## config.mk

```make
export PLATFORM = sky130hd
export DESIGN_NAME = gpu_instruction_buffer_flat
export DESIGN_NICKNAME = d
export VERILOG_FILES = /design/src/rtl/gpu_instruction_buffer_if.sv /design/src/rtl/gpu_instruction_buffer.sv /design/src/flat_wrapper.sv
export SDC_FILE = /design/constraint.sdc
export NUM_CORES = 1
export LEC_CHECK = 0
export ABC_AREA = 1
export CORE_ASPECT_RATIO = 0.75
export CORE_UTILIZATION = 40
export CTS_CLUSTER_DIAMETER = 200
export DETAILED_ROUTE_END_ITERATION = 8
export GPL_TIMING_DRIVEN = 0
export PLACE_DENSITY = 0.56
export SLEW_MARGIN = 20
export SYNTH_ARGS = -nofsm -noshare
export SYNTH_HDL_FRONTEND = slang
export SYNTH_SLANG_ARGS = --single-unit
```

## constraint.sdc

```tcl
create_clock -name clk_i -period 2.5 [get_ports clk_i]
set_input_delay 0.375 -clock clk_i [delete_from_list [all_inputs] [get_ports clk_i]]
set_output_delay 0.375 -clock clk_i [all_outputs]
set_load 0.005 [all_outputs]
```

## src/rtl/gpu_instruction_buffer_if.sv

```systemverilog
// Head-of-queue draw instruction channel between the instruction buffer
// and the rasterizer. The buffer drives the instruction fields and valid_o.
// The rasterizer returns ready_i.
interface gpu_instruction_buffer_if #(
   parameter int WIDTH_BITS   = 10,
   parameter int HEIGHT_BITS  = 9,
   parameter int CHANNEL_BITS = 8
);
   logic [3:0]              op_o;
   logic [WIDTH_BITS-1:0]   x1_o;
   logic [HEIGHT_BITS-1:0]  y1_o;
   logic [WIDTH_BITS-1:0]   x2_o;
   logic [HEIGHT_BITS-1:0]  y2_o;
   logic [WIDTH_BITS-1:0]   rad_o;
   logic [CHANNEL_BITS-1:0] r_o;
   logic [CHANNEL_BITS-1:0] g_o;
   logic [CHANNEL_BITS-1:0] b_o;
   logic                    valid_o;
   logic                    ready_i;

   modport master (
      output op_o, x1_o, y1_o, x2_o, y2_o, rad_o, r_o, g_o, b_o, valid_o,
      input  ready_i
   );

   modport slave (
      input  op_o, x1_o, y1_o, x2_o, y2_o, rad_o, r_o, g_o, b_o, valid_o,
      output ready_i
   );
endinterface

```

## src/rtl/gpu_instruction_buffer.sv

```systemverilog
// GPU draw-instruction buffer. Decoded operand writes are collected in
// staging registers. Line and rect pushes snapshot the staging registers
// together with the colour into a first-word-fall-through queue. The
// rasterizer drains that queue through the draw channel. A command with
// opcode 0000 is a soft clear: it empties the queue, zeroes the staging
// registers and clears the sticky overflow flag.
module gpu_instruction_buffer #(
   parameter int FIFO_DEPTH   = 4,
   parameter int WIDTH_BITS   = 10,
   parameter int HEIGHT_BITS  = 9,
   parameter int CHANNEL_BITS = 8
) (
   input  logic                            clk_i,
   input  logic                            n_rst_i,
   input  logic                            command_i,
   input  logic [3:0]                      opcode_i,
   input  logic [WIDTH_BITS-1:0]           x1_i,
   input  logic [HEIGHT_BITS-1:0]          y1_i,
   input  logic [WIDTH_BITS-1:0]           x2_i,
   input  logic [HEIGHT_BITS-1:0]          y2_i,
   input  logic [WIDTH_BITS-1:0]           rad_i,
   input  logic [CHANNEL_BITS-1:0]         r_i,
   input  logic [CHANNEL_BITS-1:0]         g_i,
   input  logic [CHANNEL_BITS-1:0]         b_i,
   input  logic                            write_enable_i,
   input  logic                            push_instruction_i,
   output logic                            full_o,
   output logic                            empty_o,
   output logic [$clog2(FIFO_DEPTH):0]     count_o,
   output logic                            overflow_o,
   gpu_instruction_buffer_if.master        draw_if
);

   localparam int PTR_BITS = $clog2(FIFO_DEPTH);
   localparam int CNT_BITS = PTR_BITS + 1;

   localparam logic [3:0] OP_CLEAR = 4'b0000;
   localparam logic [3:0] OP_XY1   = 4'b0001;
   localparam logic [3:0] OP_XY2   = 4'b0010;
   localparam logic [3:0] OP_RAD   = 4'b0011;
   localparam logic [3:0] OP_LINE  = 4'b0100;
   localparam logic [3:0] OP_RECT  = 4'b0101;

   localparam logic [PTR_BITS-1:0] PTR_ONE   = PTR_BITS'(1);
   localparam logic [CNT_BITS-1:0] CNT_ONE   = CNT_BITS'(1);
   localparam logic [CNT_BITS-1:0] CNT_ZERO  = CNT_BITS'(0);
   localparam logic [CNT_BITS-1:0] CNT_DEPTH = CNT_BITS'(FIFO_DEPTH);

   typedef struct packed {
      logic [3:0]              op;
      logic [WIDTH_BITS-1:0]   x1;
      logic [HEIGHT_BITS-1:0]  y1;
      logic [WIDTH_BITS-1:0]   x2;
      logic [HEIGHT_BITS-1:0]  y2;
      logic [WIDTH_BITS-1:0]   rad;
      logic [CHANNEL_BITS-1:0] r;
      logic [CHANNEL_BITS-1:0] g;
      logic [CHANNEL_BITS-1:0] b;
   } entry_t;

   // staging registers
   logic [WIDTH_BITS-1:0]  x1_r;
   logic [HEIGHT_BITS-1:0] y1_r;
   logic [WIDTH_BITS-1:0]  x2_r;
   logic [HEIGHT_BITS-1:0] y2_r;
   logic [WIDTH_BITS-1:0]  rad_r;

   // queue state
   entry_t                 mem_r [FIFO_DEPTH];
   logic [PTR_BITS-1:0]    wr_ptr_r;
   logic [PTR_BITS-1:0]    rd_ptr_r;
   logic [CNT_BITS-1:0]    count_r;
   logic                   full_r;
   logic                   empty_r;
   logic                   overflow_r;

   // decoded controls
   logic                   srst_s;
   logic                   push_req_s;
   logic                   push_s;
   logic                   pop_s;
   logic                   drop_s;
   logic [CNT_BITS-1:0]    count_nxt_s;
   entry_t                 push_entry_s;
   entry_t                 head_s;

   // Decode strobes into push/pop/drop decisions and the next occupancy.
   always_comb begin
      srst_s       = command_i && (opcode_i == OP_CLEAR);
      push_req_s   = push_instruction_i && ((opcode_i == OP_LINE) || (opcode_i == OP_RECT));
      pop_s        = !empty_r && draw_if.ready_i;
      push_s       = push_req_s && (!full_r || pop_s);
      drop_s       = push_req_s && full_r && !pop_s;
      count_nxt_s  = count_r;
      case ({push_s, pop_s})
         2'b10:   count_nxt_s = count_r + CNT_ONE;
         2'b01:   count_nxt_s = count_r - CNT_ONE;
         default: count_nxt_s = count_r;
      endcase
      push_entry_s = '{op: opcode_i, x1: x1_r, y1: y1_r, x2: x2_r, y2: y2_r,
                       rad: rad_r, r: r_i, g: g_i, b: b_i};
   end

   // Staging registers: operand writes by opcode, zeroed by reset or soft clear.
   always_ff @(posedge clk_i or negedge n_rst_i) begin
      if (!n_rst_i) begin
         x1_r  <= '0;
         y1_r  <= '0;
         x2_r  <= '0;
         y2_r  <= '0;
         rad_r <= '0;
      end else if (srst_s) begin
         x1_r  <= '0;
         y1_r  <= '0;
         x2_r  <= '0;
         y2_r  <= '0;
         rad_r <= '0;
      end else if (write_enable_i) begin
         case (opcode_i)
            OP_XY1: begin
               x1_r <= x1_i;
               y1_r <= y1_i;
            end
            OP_XY2: begin
               x2_r <= x2_i;
               y2_r <= y2_i;
            end
            OP_RAD:  rad_r <= rad_i;
            default: begin
            end
         endcase
      end
   end

   // Queue storage: accepted pushes are written at the write pointer.
   always_ff @(posedge clk_i or negedge n_rst_i) begin
      if (!n_rst_i) begin
         for (int i = 0; i < FIFO_DEPTH; i++) begin
            mem_r[i] <= '0;
         end
      end else if (push_s && !srst_s) begin
         mem_r[wr_ptr_r] <= push_entry_s;
      end
   end

   // Queue control: pointers, occupancy, status flags and the sticky overflow.
   always_ff @(posedge clk_i or negedge n_rst_i) begin
      if (!n_rst_i) begin
         wr_ptr_r   <= '0;
         rd_ptr_r   <= '0;
         count_r    <= CNT_ZERO;
         full_r     <= 1'b0;
         empty_r    <= 1'b1;
         overflow_r <= 1'b0;
      end else if (srst_s) begin
         wr_ptr_r   <= '0;
         rd_ptr_r   <= '0;
         count_r    <= CNT_ZERO;
         full_r     <= 1'b0;
         empty_r    <= 1'b1;
         overflow_r <= 1'b0;
      end else begin
         count_r <= count_nxt_s;
         full_r  <= (count_nxt_s == CNT_DEPTH);
         empty_r <= (count_nxt_s == CNT_ZERO);
         if (push_s) begin
            wr_ptr_r <= wr_ptr_r + PTR_ONE;
         end else begin
            wr_ptr_r <= wr_ptr_r;
         end
         if (pop_s) begin
            rd_ptr_r <= rd_ptr_r + PTR_ONE;
         end else begin
            rd_ptr_r <= rd_ptr_r;
         end
         if (drop_s) begin
            overflow_r <= 1'b1;
         end else begin
            overflow_r <= overflow_r;
         end
      end
   end

   // Head entry straight from storage, forced to zero while the queue is empty.
   always_comb begin
      if (empty_r) begin
         head_s = '0;
      end else begin
         head_s = mem_r[rd_ptr_r];
      end
   end

   assign draw_if.op_o    = head_s.op;
   assign draw_if.x1_o    = head_s.x1;
   assign draw_if.y1_o    = head_s.y1;
   assign draw_if.x2_o    = head_s.x2;
   assign draw_if.y2_o    = head_s.y2;
   assign draw_if.rad_o   = head_s.rad;
   assign draw_if.r_o     = head_s.r;
   assign draw_if.g_o     = head_s.g;
   assign draw_if.b_o     = head_s.b;
   assign draw_if.valid_o = !empty_r;

   assign full_o     = full_r;
   assign empty_o    = empty_r;
   assign count_o    = count_r;
   assign overflow_o = overflow_r;

endmodule

```

## src/flat_wrapper.sv

```systemverilog
// flat-port wrapper written by rule: the top's interface ports become plain ports
module gpu_instruction_buffer_flat 
#(
   parameter int FIFO_DEPTH   = 4,
   parameter int WIDTH_BITS   = 10,
   parameter int HEIGHT_BITS  = 9,
   parameter int CHANNEL_BITS = 8
)
  (clk_i, n_rst_i, command_i, opcode_i, x1_i, y1_i, x2_i, y2_i, rad_i, r_i, g_i, b_i, write_enable_i, push_instruction_i, full_o, empty_o, count_o, overflow_o, draw_if_op_o, draw_if_x1_o, draw_if_y1_o, draw_if_x2_o, draw_if_y2_o, draw_if_rad_o, draw_if_r_o, draw_if_g_o, draw_if_b_o, draw_if_valid_o, draw_if_ready_i);
  gpu_instruction_buffer_if #(.WIDTH_BITS(WIDTH_BITS), .HEIGHT_BITS(HEIGHT_BITS), .CHANNEL_BITS(CHANNEL_BITS)) draw_if_i ();
  input  logic clk_i;
  input  logic n_rst_i;
  input  logic command_i;
  input  logic [3:0] opcode_i;
  input  logic [WIDTH_BITS-1:0] x1_i;
  input  logic [HEIGHT_BITS-1:0] y1_i;
  input  logic [WIDTH_BITS-1:0] x2_i;
  input  logic [HEIGHT_BITS-1:0] y2_i;
  input  logic [WIDTH_BITS-1:0] rad_i;
  input  logic [CHANNEL_BITS-1:0] r_i;
  input  logic [CHANNEL_BITS-1:0] g_i;
  input  logic [CHANNEL_BITS-1:0] b_i;
  input  logic write_enable_i;
  input  logic push_instruction_i;
  output logic full_o;
  output logic empty_o;
  output logic [$clog2(FIFO_DEPTH):0] count_o;
  output logic overflow_o;
  output wire logic [$bits(draw_if_i.op_o)-1:0] draw_if_op_o;
  output wire logic [$bits(draw_if_i.x1_o)-1:0] draw_if_x1_o;
  output wire logic [$bits(draw_if_i.y1_o)-1:0] draw_if_y1_o;
  output wire logic [$bits(draw_if_i.x2_o)-1:0] draw_if_x2_o;
  output wire logic [$bits(draw_if_i.y2_o)-1:0] draw_if_y2_o;
  output wire logic [$bits(draw_if_i.rad_o)-1:0] draw_if_rad_o;
  output wire logic [$bits(draw_if_i.r_o)-1:0] draw_if_r_o;
  output wire logic [$bits(draw_if_i.g_o)-1:0] draw_if_g_o;
  output wire logic [$bits(draw_if_i.b_o)-1:0] draw_if_b_o;
  output wire logic [$bits(draw_if_i.valid_o)-1:0] draw_if_valid_o;
  input wire logic [$bits(draw_if_i.ready_i)-1:0] draw_if_ready_i;
  assign draw_if_op_o = draw_if_i.op_o;
  assign draw_if_x1_o = draw_if_i.x1_o;
  assign draw_if_y1_o = draw_if_i.y1_o;
  assign draw_if_x2_o = draw_if_i.x2_o;
  assign draw_if_y2_o = draw_if_i.y2_o;
  assign draw_if_rad_o = draw_if_i.rad_o;
  assign draw_if_r_o = draw_if_i.r_o;
  assign draw_if_g_o = draw_if_i.g_o;
  assign draw_if_b_o = draw_if_i.b_o;
  assign draw_if_valid_o = draw_if_i.valid_o;
  assign draw_if_i.ready_i = draw_if_ready_i;
  gpu_instruction_buffer #(.FIFO_DEPTH(FIFO_DEPTH), .WIDTH_BITS(WIDTH_BITS), .HEIGHT_BITS(HEIGHT_BITS), .CHANNEL_BITS(CHANNEL_BITS)) u_core (.clk_i(clk_i), .n_rst_i(n_rst_i), .command_i(command_i), .opcode_i(opcode_i), .x1_i(x1_i), .y1_i(y1_i), .x2_i(x2_i), .y2_i(y2_i), .rad_i(rad_i), .r_i(r_i), .g_i(g_i), .b_i(b_i), .write_enable_i(write_enable_i), .push_instruction_i(push_instruction_i), .full_o(full_o), .empty_o(empty_o), .count_o(count_o), .overflow_o(overflow_o), .draw_if(draw_if_i));
endmodule
```

==> flow_summary.ini <==
[routing]
drt_wl_total_mm = 63.5
via_per_inst = 5.59
firstDrtPassIters = 6
vias = 17000
drt-wirelength-per-cell_microns = 20.8
ant_nets = 0
drc = 0
first_iter_violations = 1789

[sta]
fin_ws_ns = -0.0841
fin_skew_ns = 0.00894
period_minus_slack_ns = 2.58
fmax_ghz = 0.387
hold_viol = 0
setup_viol = 4
rsz0062_at_grt = true
tightest_slew_ns = 1.01
fin_setup_tns_ns = -0.176
finalMaxSlewViolations = 0
max_slew_margin_pct = 32.5
period_share_pct = 103

[pwr]
power.switching_mw = 10.2
p_sw_share_pct = 39.6
power_frac_seq_pct = 33.9
clkPwrFrac_pct = 24.6
total_power_mw = 25.9
max-vdd-ir-drop_uv = 459
p_leak_nw = 11.3
p_comb_share_pct = 41.6
power_density_nw_per_um2 = 1180
p_int_mw = 15.6

[critical_path]
critPathMaxStageDelay_ns = 0.47
crit_buf_inv = 5
cp.required_ns = 2.12
criticalPathCategory = flop to primary output
cp-end-kind = primary output
cp_slowest_cell = dfrtp_2
arrival_ns = 2.21
r2r_setup_slack_ns = 0.10
crit_family = buffers and inverters
cp-start-kind = flop
path_cells = buf_6 -> clkbuf_16 -> buf_4 -> clkbuf_16 -> nor2_1 -> nor2_1 -> o21ai_1 -> a21oi_1 -> dlygate4sd2_1
crit_path_max_fanout = 10

[clocking]
root_buffer = clkbuf_16
ctsHtreeMaxLevel = 2
numCtsBuffers = 40
clkTransAtPathRegs_ns = 0.06
cts.sinks = 362
clk_latency_ns = 0.54
cts_tree = done
cts.path.max_buffers = 3

[run]
drv_cap = 0

[placement]
place_congestion = 0.844
hpwl_mm = 43.7
portBuffers = 163
pre_cts_ws_ns = -0.810
dp_cells = 2966

[final_layout]
drive_gt1_share_pct = 13.2
stdcell_count = 3049
multi_input_area_sq_um = 7520
ff_latch_area_sq_um = 9070
nFillCells = 4179
syn2layout_area_growth_pct = 25.8
fin_nets = 2541

[synth]
syn-num-nets = 2318
synth.distinct_cells = 23
ys_ff_latch = 362
netlist_instances = 2230
yosysSeqAreaShare_pct = 51.9
synth-warning-count = 0
syn_avg_cell_area_sq_um = 7.82
syn_area_sq_um = 17400

[status]
violations = setup timing
run_status = complete, but fails checks

[hold_path]
hp-class = input pin to flop

[die]
start_util_pct = 41.0
die_width_microns = 243
core_sq_um = 42500
die_y_microns = 183
io_pins = 165
num_rows = 65
dieArea_sq_um = 44500

[global_routing]
grt_max_degree = 92
track_usage_pct = 28.7
grt_pass1_vias = 16400
busiest_layer = met2
use_met3_pct = 5.94
grt_pass1_wl_mm = 98.1
use_met2_pct = 42.4
gr-usage-met1_pct = 42.3
overflow = 0
antenna_found_initial = 1
worst paths after layout:
kind,from,end,cells after the start
worst min register to register,u_core.mem_r[150]$_DFFE_PN0P_,u_core.mem_r[150]$_DFFE_PN0P_,2
worst max register to register,u_core.wr_ptr_r[1]$_DFFE_PN0P_,u_core.mem_r[217]$_DFFE_PN0P_,6
worst max-delay path,u_core.rd_ptr_r[0]$_DFFE_PN0P_,draw_if_r_o[2],9
max in group asynchronous,n_rst_i,u_core.empty_o$_DFF_PN1_,5
worst min-delay path,opcode_i[0],u_core.mem_r[300]$_DFFE_PN0P_,3
min in group asynchronous,n_rst_i,u_core.mem_r[218]$_DFFE_PN0P_,2
cell usage after synthesis:
cell	instances	area (sq um)
nand3_2	3	30.0
inv_1	31	116
fa_1	1	20.0
a21oi_1	80	400
ha_1	5	62.6
o21ai_0	172	861
nand4_1	322	2010
clkinv_1	1	3.75
o21ai_1	3	15.0
nor3_2	1	10.0
inv_2	1	3.75
dfrtp_1	361	9030
xnor2_1	1	8.76
buf_6	4	45.0
nor2_2	1	6.26
nand3_1	9	45.0
clkbuf_1	99	372
nand2_1	722	2710
buf_1	17	63.8
buf_2	80	400
nor2_1	310	1160
buf_4	5	37.5
dfstp_2	1	26.3
per-layer routing:
| metal | share of wire [%] | up-vias |
|---|---|---|
| li1 | - | 7907 |
| met1 | 46 | 8289 |
| met2 | 43 | 744 |
| met3 | 8.8 | 108 |
| met4 | 2.6 | 0 |
| met5 | 0 | - |
registers in the layout (all words and copies together), names as in the netlist:
| signal | count |
|---|---|
| u_core.mem_r | 304 |
| u_core.rad_r | 10 |
| u_core.x1_r | 10 |
| u_core.x2_r | 10 |
| u_core.y1_r | 9 |
| u_core.y2_r | 9 |
| u_core.count_o | 3 |
| u_core.rd_ptr_r | 2 |
| u_core.wr_ptr_r | 2 |
| u_core.empty_o | 1 |
| u_core.full_o | 1 |
| u_core.overflow_o | 1 |
worst min-delay path, cell delays in order:
cell and delay, ns:
buf_2 0.21, nand4_1 0.13, nand2_1 0.05
layout by cell type (no fill, tap or decap), types with 8 or more instances in the layout:
cell             count
a21oi_1             56
a21oi_2             23
buf_12               8
buf_2               96
buf_4               15
buf_6               17
buf_8                8
clkbuf_1            63
clkbuf_16           49
clkbuf_2            36
clkbuf_4             9
clkbuf_8            14
clkdlybuf4s50_1     86
dfrtp_1            359
dlymetal6s2s_1      12
inv_1               31
nand2_1            722
nand3_1              9
nand4_1            322
nor2_1             294
nor2_2              15
o21ai_0            124
o21ai_1             45
power groups by stage:
stage	combinational [mW]	clock, mW	sequential, mW
finish	10.7	6.35	8.76
global route	11.8	6.66	8.94
CTS	10.4	6.43	8.70
detailed placement	9.84	0	8.74
global placement	9.72	0	8.73
floorplan	5.38	0	8.37
what timing repair did:
action	in CTS	in global routing
cloned	1	1
resized for setup	281	205
setup endpoints to repair	81	65
pin swaps	41	52
endpoints found under the hold margin	53	0
hold buffers	1	0
buffers inserted	5	15
cells by family (layout without fill, tap and decap cells):
family | count (synthesis) | after routing | synth area share (%)
other | 0 | 1 | 0
flip-flops | 362 | 362 | 51.9
AO/OA/AOI/OAI | 255 | 255 | 7.31
XOR/XNOR | 1 | 1 | 0.0502
AND/OR/NAND/NOR | 1368 | 1368 | 34.3
buffers and inverters | 238 | 487 | 5.97
adder cells (fa/ha/maj) | 6 | 6 | 0.473
layout make-up:
class / count / share of cell area [%]
antenna: 1 / 0.0114
tap: 569 / 3.24
inverter: 33 / 0.610
clock buffer: 52 / 5.09
clock inverter: 16 / 1.19
multi-input combinational: 1630 / 34.3
buffer: 196 / 6.21
sequential: 362 / 41.3
timing repair buffer: 190 / 8.04
metrics by stage:
stage	hold slack [ns]	util (%)	instance area, sq um
2_1_floorplan	0.0794	-	17400
3_3_place_gp	0.435	46.5	19800
3_5_place_dp	0.335	46.8	19900
4_1_cts	0.236	51.3	21800
5_1_grt	0.294	51.6	21900
6_report	0.268	51.6	21900
Note: power is estimated with default switching activity, not from simulation.
